==> src/rtl/mem_access_unit_if.sv <==
// mem_access_unit_if: data-memory request/acknowledge bus
interface mem_access_unit_if;
  logic        dm_req;
  logic        dm_we;
  logic [3:0]  dm_be;
  logic [31:0] dm_addr;
  logic [31:0] dm_wdata;
  logic [31:0] dm_rdata;
  logic        dm_ack;
  modport master(output dm_req, dm_we, dm_be, dm_addr, dm_wdata, input dm_rdata, dm_ack);
  modport slave(input dm_req, dm_we, dm_be, dm_addr, dm_wdata, output dm_rdata, dm_ack);
endinterface

==> src/rtl/mem_access_unit.sv <==
// mem_access_unit: MEM-stage load/store sequencer with stall, alignment and load extraction
module mem_access_unit #(
  parameter int TIMEOUT = 255
) (
  input  logic                      clk,
  input  logic                      rst_n,
  input  logic                      memreadM,
  input  logic                      memwriteM,
  input  logic [1:0]                memsizeM,
  input  logic                      memsignM,
  input  logic                      regwriteM,
  input  logic [31:0]               ALUoutM,
  input  logic [31:0]               writedataM,
  output logic [31:0]               MemoutM,
  output logic                      regwriteMo,
  output logic                      stallM,
  output logic                      alignerr,
  output logic                      buserr,
  mem_access_unit_if.master         dm
);
  typedef enum logic [1:0] {IDLE, WAIT, DONE} state_t;
  localparam int CW = TIMEOUT > 1 ? $clog2(TIMEOUT) : 1;
  localparam logic [CW-1:0] LAST = CW'(TIMEOUT > 0 ? TIMEOUT - 1 : 0);
  state_t r_state, w_next;
  logic [CW-1:0] r_cnt;
  logic [31:0] r_data;
  logic [1:0] r_size, r_lo;
  logic r_sign, r_rd, r_buserr;
  logic w_access, w_word, w_half, w_mis, w_start, w_to;
  logic [31:0] w_sh, w_ext;
  assign w_access = memreadM | memwriteM;
  assign w_word = memsizeM[1];
  assign w_half = memsizeM == 2'b01;
  assign w_mis = (w_half & ALUoutM[0]) | (w_word & |ALUoutM[1:0]);
  assign w_start = (r_state == IDLE) & w_access & ~w_mis;
  assign w_to = (TIMEOUT != 0) && (r_cnt == LAST);
  // load lanes are pulled down to bit 0 so byte/half extraction is a fixed slice
  assign w_sh = dm.dm_rdata >> {r_lo, 3'b000};
  assign w_ext = r_size[1] ? dm.dm_rdata :
                 r_size[0] ? {{16{r_sign & w_sh[15]}}, w_sh[15:0]} :
                             {{24{r_sign & w_sh[7]}}, w_sh[7:0]};
  // state register
  always_ff @(posedge clk)
    if (!rst_n) r_state <= IDLE;
    else r_state <= w_next;
  // next state and pipeline-facing outputs
  always_comb begin
    w_next = r_state;
    w_next = r_state == IDLE ? (w_start ? WAIT : IDLE) :
             r_state == WAIT ? ((dm.dm_ack | w_to) ? DONE : WAIT) : IDLE;
    stallM = w_start | (r_state == WAIT);
    alignerr = (r_state == IDLE) & w_access & w_mis;
    regwriteMo = regwriteM & ~stallM & ~alignerr;
    MemoutM = r_state == DONE ? r_data : 32'd0;
    buserr = r_buserr;
  end
  // bus request, captured access attributes, timeout counter and load data
  always_ff @(posedge clk)
    if (!rst_n) begin
      dm.dm_req <= 1'b0;
      dm.dm_we <= 1'b0;
      dm.dm_be <= 4'd0;
      dm.dm_addr <= 32'd0;
      dm.dm_wdata <= 32'd0;
      r_data <= 32'd0;
      r_cnt <= '0;
      r_buserr <= 1'b0;
      r_size <= 2'd0;
      r_lo <= 2'd0;
      r_sign <= 1'b0;
      r_rd <= 1'b0;
    end else begin
      r_buserr <= 1'b0;
      if (w_start) begin
        dm.dm_req <= 1'b1;
        dm.dm_we <= ~memreadM;
        dm.dm_be <= memreadM ? 4'b1111 : w_word ? 4'b1111 :
                    w_half ? (ALUoutM[1] ? 4'b1100 : 4'b0011) : 4'b0001 << ALUoutM[1:0];
        dm.dm_addr <= {ALUoutM[31:2], 2'b00};
        dm.dm_wdata <= w_word ? writedataM : w_half ? {2{writedataM[15:0]}} : {4{writedataM[7:0]}};
        r_size <= memsizeM;
        r_sign <= memsignM;
        r_lo <= ALUoutM[1:0];
        r_rd <= memreadM;
        r_cnt <= '0;
      end else if (r_state == WAIT) begin
        if (dm.dm_ack) begin
          dm.dm_req <= 1'b0;
          r_data <= r_rd ? w_ext : 32'd0;
        end else if (w_to) begin
          dm.dm_req <= 1'b0;
          r_data <= 32'd0;
          r_buserr <= 1'b1;
        end else r_cnt <= r_cnt + CW'(1);
      end
    end
endmodule

==> src/flat_wrapper.sv <==
// flat-port wrapper written by rule: the top's interface ports become plain ports
module mem_access_unit_flat 
#(
  parameter int TIMEOUT = 255
)
  (clk, rst_n, memreadM, memwriteM, memsizeM, memsignM, regwriteM, ALUoutM, writedataM, MemoutM, regwriteMo, stallM, alignerr, buserr, dm_dm_req, dm_dm_we, dm_dm_be, dm_dm_addr, dm_dm_wdata, dm_dm_rdata, dm_dm_ack);
  mem_access_unit_if dm_i ();
  input  logic clk;
  input  logic rst_n;
  input  logic memreadM;
  input  logic memwriteM;
  input  logic [1:0] memsizeM;
  input  logic memsignM;
  input  logic regwriteM;
  input  logic [31:0] ALUoutM;
  input  logic [31:0] writedataM;
  output logic [31:0] MemoutM;
  output logic regwriteMo;
  output logic stallM;
  output logic alignerr;
  output logic buserr;
  output wire logic [$bits(dm_i.dm_req)-1:0] dm_dm_req;
  output wire logic [$bits(dm_i.dm_we)-1:0] dm_dm_we;
  output wire logic [$bits(dm_i.dm_be)-1:0] dm_dm_be;
  output wire logic [$bits(dm_i.dm_addr)-1:0] dm_dm_addr;
  output wire logic [$bits(dm_i.dm_wdata)-1:0] dm_dm_wdata;
  input wire logic [$bits(dm_i.dm_rdata)-1:0] dm_dm_rdata;
  input wire logic [$bits(dm_i.dm_ack)-1:0] dm_dm_ack;
  assign dm_dm_req = dm_i.dm_req;
  assign dm_dm_we = dm_i.dm_we;
  assign dm_dm_be = dm_i.dm_be;
  assign dm_dm_addr = dm_i.dm_addr;
  assign dm_dm_wdata = dm_i.dm_wdata;
  assign dm_i.dm_rdata = dm_dm_rdata;
  assign dm_i.dm_ack = dm_dm_ack;
  mem_access_unit #(.TIMEOUT(TIMEOUT)) u_core (.clk(clk), .rst_n(rst_n), .memreadM(memreadM), .memwriteM(memwriteM), .memsizeM(memsizeM), .memsignM(memsignM), .regwriteM(regwriteM), .ALUoutM(ALUoutM), .writedataM(writedataM), .MemoutM(MemoutM), .regwriteMo(regwriteMo), .stallM(stallM), .alignerr(alignerr), .buserr(buserr), .dm(dm_i));
endmodule
==> config.mk <==
export PLATFORM = sky130hd
export DESIGN_NAME = mem_access_unit_flat
export DESIGN_NICKNAME = d
export VERILOG_FILES = /design/src/rtl/mem_access_unit_if.sv /design/src/rtl/mem_access_unit.sv /design/src/flat_wrapper.sv
export SDC_FILE = /design/constraint.sdc
export NUM_CORES = 1
export LEC_CHECK = 0
export BUFFER_PORTS_ARGS = -buffer_cell sky130_fd_sc_hd__buf_4
export CAP_MARGIN = 10
export CORE_ASPECT_RATIO = 1.2
export CORE_UTILIZATION = 53
export CTS_CLUSTER_SIZE = 24
export DETAILED_ROUTE_END_ITERATION = 12
export GPL_TIMING_DRIVEN = 1
export PLACE_DENSITY = 0.86
export REMOVE_ABC_BUFFERS = 1
export SETUP_SLACK_MARGIN = 0.05
export SYNTH_ARGS = -nofsm -noshare
export SYNTH_HDL_FRONTEND = slang
export SYNTH_SLANG_ARGS = --single-unit
==> constraint.sdc <==
create_clock -name clk -period 3.1 [get_ports clk]
set_input_delay 0.62 -clock clk [delete_from_list [all_inputs] [get_ports clk]]
set_output_delay 0.62 -clock clk [all_outputs]
set_load 0.005 [all_outputs]
[Word-level counts from Yosys, hierarchy flattened]
Cells that the tools add are included.
Cells by class
  equality and inequality tests: 4
  divide/modulo/power cells: 0
  magnitude comparators: 0
  multipliers: 0
  reduce and logical (&&, ||, !) cells: 10
  shifts and indexed selects: 2
  bitwise gates (word level): 22
  $add $sub $neg: 1
  muxes and demuxes: 21
Operator list (count)
  two-way mux 32 bit: 8
  >> shifter 32 x 5 -> 16 bit: 1
  two-way mux 4 bit: 4
  AND 1 bit: 9
  NOT 1 bit: 9
  adder 8 x 1 -> 8 bit, second input constant: 1
  equality test 8 bit, second input constant: 1
  two-way mux 1 bit: 6
  two-way mux 2 bit: 3
  AND reduction 3 bit: 2
  equality test 2 x 1 -> 1 bit, second input constant: 2
  OR 1 bit: 4
  nonzero test 2 bit: 2
  OR reduction 2 bit: 2
  OR reduction 4 bit: 1
  left shift 1 x 2 -> 4 bit, first input constant: 1
  nonzero test 3 bit: 1
  equality test 2 bit, second input constant: 1
  logical NOT 2 bit: 1
  AND reduction 2 bit: 1
Word-level totals
  output and inout bits: 106
  register bits: 117
  memories kept: 0
  bits in latches: 0
  bits in read-only memories: 0
  input port bits: 105
  RAM bits: 0

[Logic depth before layout (Yosys ltp)]
  depth after elaboration: 9
  mapped depth: 9

[Worst setup path before layout]
Ideal clock, no wire load.
  path kind: input to output
  from: input memsizeM[0]
  to: output stallM
  slack: 0.826 ns
  cell stages on the path: 5
  arrival: 1.654 ns
  required time: 2.480 ns
  path through: clkbuf_1 > nand2_1 > o2111ai_1 > clkbuf_1 > nand2_1
Between the ends
  longest elaborated chain between the ends: 6
Ends and longest elaborated chain
  start: declaration: RTL line flat_wrapper.sv:12  | input logic [1:0] memsizeM;
  equality test 2 x 1 -> 1 bit: RTL line mem_access_unit.sv:33  | assign w_half = memsizeM == 2'b01;
  AND 1 bit: RTL line mem_access_unit.sv:34  | assign w_mis = (w_half & ALUoutM[0]) | (w_word & |ALUoutM[1:0]);
  OR 1 bit: RTL line mem_access_unit.sv:34
  NOT 1 bit: RTL line mem_access_unit.sv:35  | assign w_start = (r_state == IDLE) & w_access & ~w_mis;
  AND 1 bit: RTL line mem_access_unit.sv:35
  OR 1 bit: RTL line mem_access_unit.sv:51  | stallM = w_start | (r_state == WAIT);
  end: declaration: RTL line flat_wrapper.sv:19  | output logic stallM;
Every way passes these cells.

[Worst setup path after layout]
  from: input memsizeM[1]
  to: output stallM
Between the ends
  longest elaborated chain between the ends: 6
Ends and longest elaborated chain (RTL line)
  equality test 2 x 1 -> 1 bit: mem_access_unit.sv:33
  AND 1 bit: mem_access_unit.sv:34
  OR 1 bit (*): mem_access_unit.sv:34
  NOT 1 bit (*): mem_access_unit.sv:35
  AND 1 bit (*): mem_access_unit.sv:35
  OR 1 bit (*): mem_access_unit.sv:51
Every way passes the cells marked *; elsewhere a longest branch is shown, timed or not.

==> flow_metrics.env <==
export IMPL_drcViolationCount=0
export IMPL_gr_total_overflow=0
export IMPL_critPathCaptureType="primary output"
export IMPL_final_nets=927
export IMPL_tns_ns=0
export IMPL_synth_seq_area_share_pct=42.52
export IMPL_worstPathRequired_ns=2.48
export IMPL_grt_max_degree=80
export IMPL_gp_congestion=0.8193
export IMPL_critical_path_arrival_ns=1.73
export IMPL_power_leakage_nw=3.425
export IMPL_stdcell_area_um2=7637
export IMPL_fmax_mhz=425.0
export IMPL_p_comb_share_pct=14.5
export IMPL_min_from="u_core.r_data[3]"
export IMPL_synth_area_um2=5509
export IMPL_grt_pass1_vias=5214
export IMPL_wl_per_cell_um=16.46
export IMPL_cp_startpoint="memsizeM[1]"
export IMPL_status="finished clean"
export IMPL_antenna_cells=0
export IMPL_hold_buffers=0
export IMPL_crit_path_top_delay_cell="buf_4"
export IMPL_slew_headroom_pct=39.48
export IMPL_num_io_pins=211
export IMPL_portBuffers=208
export IMPL_ys_ff_latch=117
export IMPL_synth_ff_type="dfxtp_1"
export IMPL_crit_fanout=35
export IMPL_yosysUniqueCellTypes=53
export IMPL_drtIter0Drc=261
export IMPL_clk_pin_slew_worst_paths_ns=0.05
export IMPL_clock_sinks=117
export IMPL_cts_root_buf="clkbuf_16"
export IMPL_ctsResizeCount=0
export IMPL_grt_util_all_layers_pct=29.42
export IMPL_path_cells="buf_4, o21ai_0, o2111ai_4, nand2_1, buf_4"
export IMPL_num_vias=5440
export IMPL_die_area_um2=10810
export IMPL_p_switching_mw=1.046
export IMPL_fin_skew_ns=0.008352
export IMPL_drtPass1Iterations=5
export IMPL_grt_busiest_layer="met2"
export IMPL_area_delta_synth_final_pct=38.63
export IMPL_drv_cap=0
export IMPL_finalSetupViolCount=0
export IMPL_dieWidth_um=95.07
export IMPL_viasPerCell=5.673
export IMPL_startpoint_type="primary input"
export IMPL_worst_slew_pin_transition_ns=0.9078
export IMPL_clockPowerShare_pct=44.8
export IMPL_rsz0062_at_grt="no"
export IMPL_use_met1_pct=32.54
export IMPL_synth_top_area_share_pct=42.52
export IMPL_syn_area_per_cell_um2=8.635
export IMPL_insertion_delay_ns=0.41
export IMPL_postCtsSetupRepairBufs=0
export IMPL_r2r_start="u_core.r_cnt[0]"
export IMPL_hold_class="reg -> reg"
export IMPL_synth_top_area_cell="dfxtp_1"
export IMPL_period_minus_slack_ns=2.353
export IMPL_cts_tree="built"
export IMPL_p_seq_share_pct=40.7
export IMPL_met3_usage_pct=10.13
export IMPL_slew_viol_final=0
export IMPL_place_hpwl_um=11010
export IMPL_grtUsageMet2_pct=48.71
export IMPL_core_area_um2=10060
export IMPL_final_cell_mix="buf_4, nand2_1, dfxtp_1, a21boi_0, and2_1"
export IMPL_hold_viol_final=0
export IMPL_drive_gt1_share_pct=30.85
export IMPL_die_height_um=113.7
export IMPL_intPower_mw=2.993
export IMPL_drt_total_wl_um=15790
export IMPL_rows=40
export IMPL_p_sw_share_pct=25.89
export IMPL_synth_area_leaders="dfxtp_1, nand2_1, a21boi_0, mux2i_1, and2_1"
export IMPL_cp_common_cell="buf_4"
export IMPL_cts_made_buffers=17
export IMPL_max_stage_delay_ns=0.34
export IMPL_critPathKind="in -> out"
export IMPL_postPlaceCellArea_um2=7084
export IMPL_finalCritPeriodShare_pct=75.90
export IMPL_h_tree_depth=4
export IMPL_synth_edf_count=0
export IMPL_clk_path_buf_depth=2
export IMPL_initial_core_util_pct=54.76
export IMPL_drt_antenna_violating_nets=0
export IMPL_synthCells=638
export IMPL_grt_pass1_wl_um=24840
export IMPL_grt_antenna_before_repair=0
export IMPL_power_density_nw_per_um2=528.8
export IMPL_synthArstFlopShare_pct=0
export IMPL_ir_worst_vdd_mv=0.4812
export IMPL_yosys_warnings=0
export IMPL_final_common_cell="buf_4"
==> final timing paths <==
| kind | endpoint | slack (ns) | depth (start not counted) |
|---|---|---|---|
| setup / recovery | stallM | 0.75 | 5 |
| hold / removal | u_core.r_data[3] | 0.45 | 1 |
| setup reg to reg | u_core.r_data[16] | 0.75 | 6 |
| hold reg to reg | u_core.r_data[3] | 0.45 | 1 |
==> area by class of cell <==
class	count	area [um^2]
clock buffer	19	442.9
clock inverter	13	110.1
fill	716	2422
inverter	16	60.06
multi-input combinational	452	2890
sequential	117	2342
tap	126	157.7
timing repair buffer	216	1634
==> per-stage QoR <==
stage / cells / setup slack [ns] / util, % / power [mW] / hold slack, ns
3_5_place_dp: 927 / 0.5980 / 70.42 / 2.254 / 0.4395
4_1_cts: 959 / 0.7308 / 75.92 / 4.062 / 0.4469
3_3_place_gp: 927 / 0.6534 / 70.42 / 2.231 / 0.4379
6_report: 959 / 0.7471 / 75.92 / 4.039 / 0.4539
5_1_grt: 959 / 0.5706 / 75.92 / 4.195 / 0.4574
2_1_floorplan: 585 / -0.8338 / - / 1.911 / 0.4242
==> registers in the layout, summed over array words and instances (netlist names) <==
register and flops:
u_core.buserr 1, u_core.dm.dm_addr 30, u_core.dm.dm_be 4, u_core.dm.dm_req 1, u_core.dm.dm_wdata 32, u_core.dm.dm_we 1
u_core.r_cnt 8, u_core.r_data 32, u_core.r_lo 2, u_core.r_rd 1, u_core.r_sign 1, u_core.r_size 2
u_core.r_state 2
==> kinds of logic after synthesis <==
logic type | after synthesis | synth area share, %
simple gates | 244 | 21.26
compound gates | 176 | 25.14
flops | 117 | 42.52
buf+inv | 70 | 5.519
mux | 24 | 4.406
xor+xnor | 4 | 0.6360
fa+ha+maj | 2 | 0.4542
other cells | 1 | 0.06807
==> synth_stat cells (3+ instances only) <==
cell	n
o2bb2ai_1	14
a221o_1	16
a21boi_0	53
o22ai_1	6
and2_1	33
a21boi_1	6
dfxtp_1	117
a211o_1	6
o211a_1	14
nand2b_1	19
buf_2	3
o211ai_1	6
buf_6	4
clkbuf_1	39
nand2_1	121
nor3_1	4
nor2_1	17
nor2b_1	9
a22oi_1	16
inv_1	16
a21oi_1	7
mux2i_1	22
o21ai_0	13
nand3_1	24
buf_1	6
a311oi_1	6
==> power groups by stage <==
stage / Sequential [mW] / Combinational (mW) / Clock (mW)
CTS: 1.64 / 0.587 / 1.83
global placement: 1.67 / 0.564 / 0
detailed placement: 1.67 / 0.583 / 0
floorplan: 1.67 / 0.237 / 0
global route: 1.65 / 0.640 / 1.90
finish: 1.64 / 0.588 / 1.81
==> routing by layer <==
layer,up-vias,share of wire (%)
met2,240,49
met1,2546,38
li1,2604,-
met3,50,9.8
met4,0,3.6
met5,-,0
==> critical path: cells and delay by family <==
family	cells	cell delay, ns
compound gates	2	0.51
buf+inv	2	0.49
simple gates	1	0.11
Power figures use the tool's default switching activity.
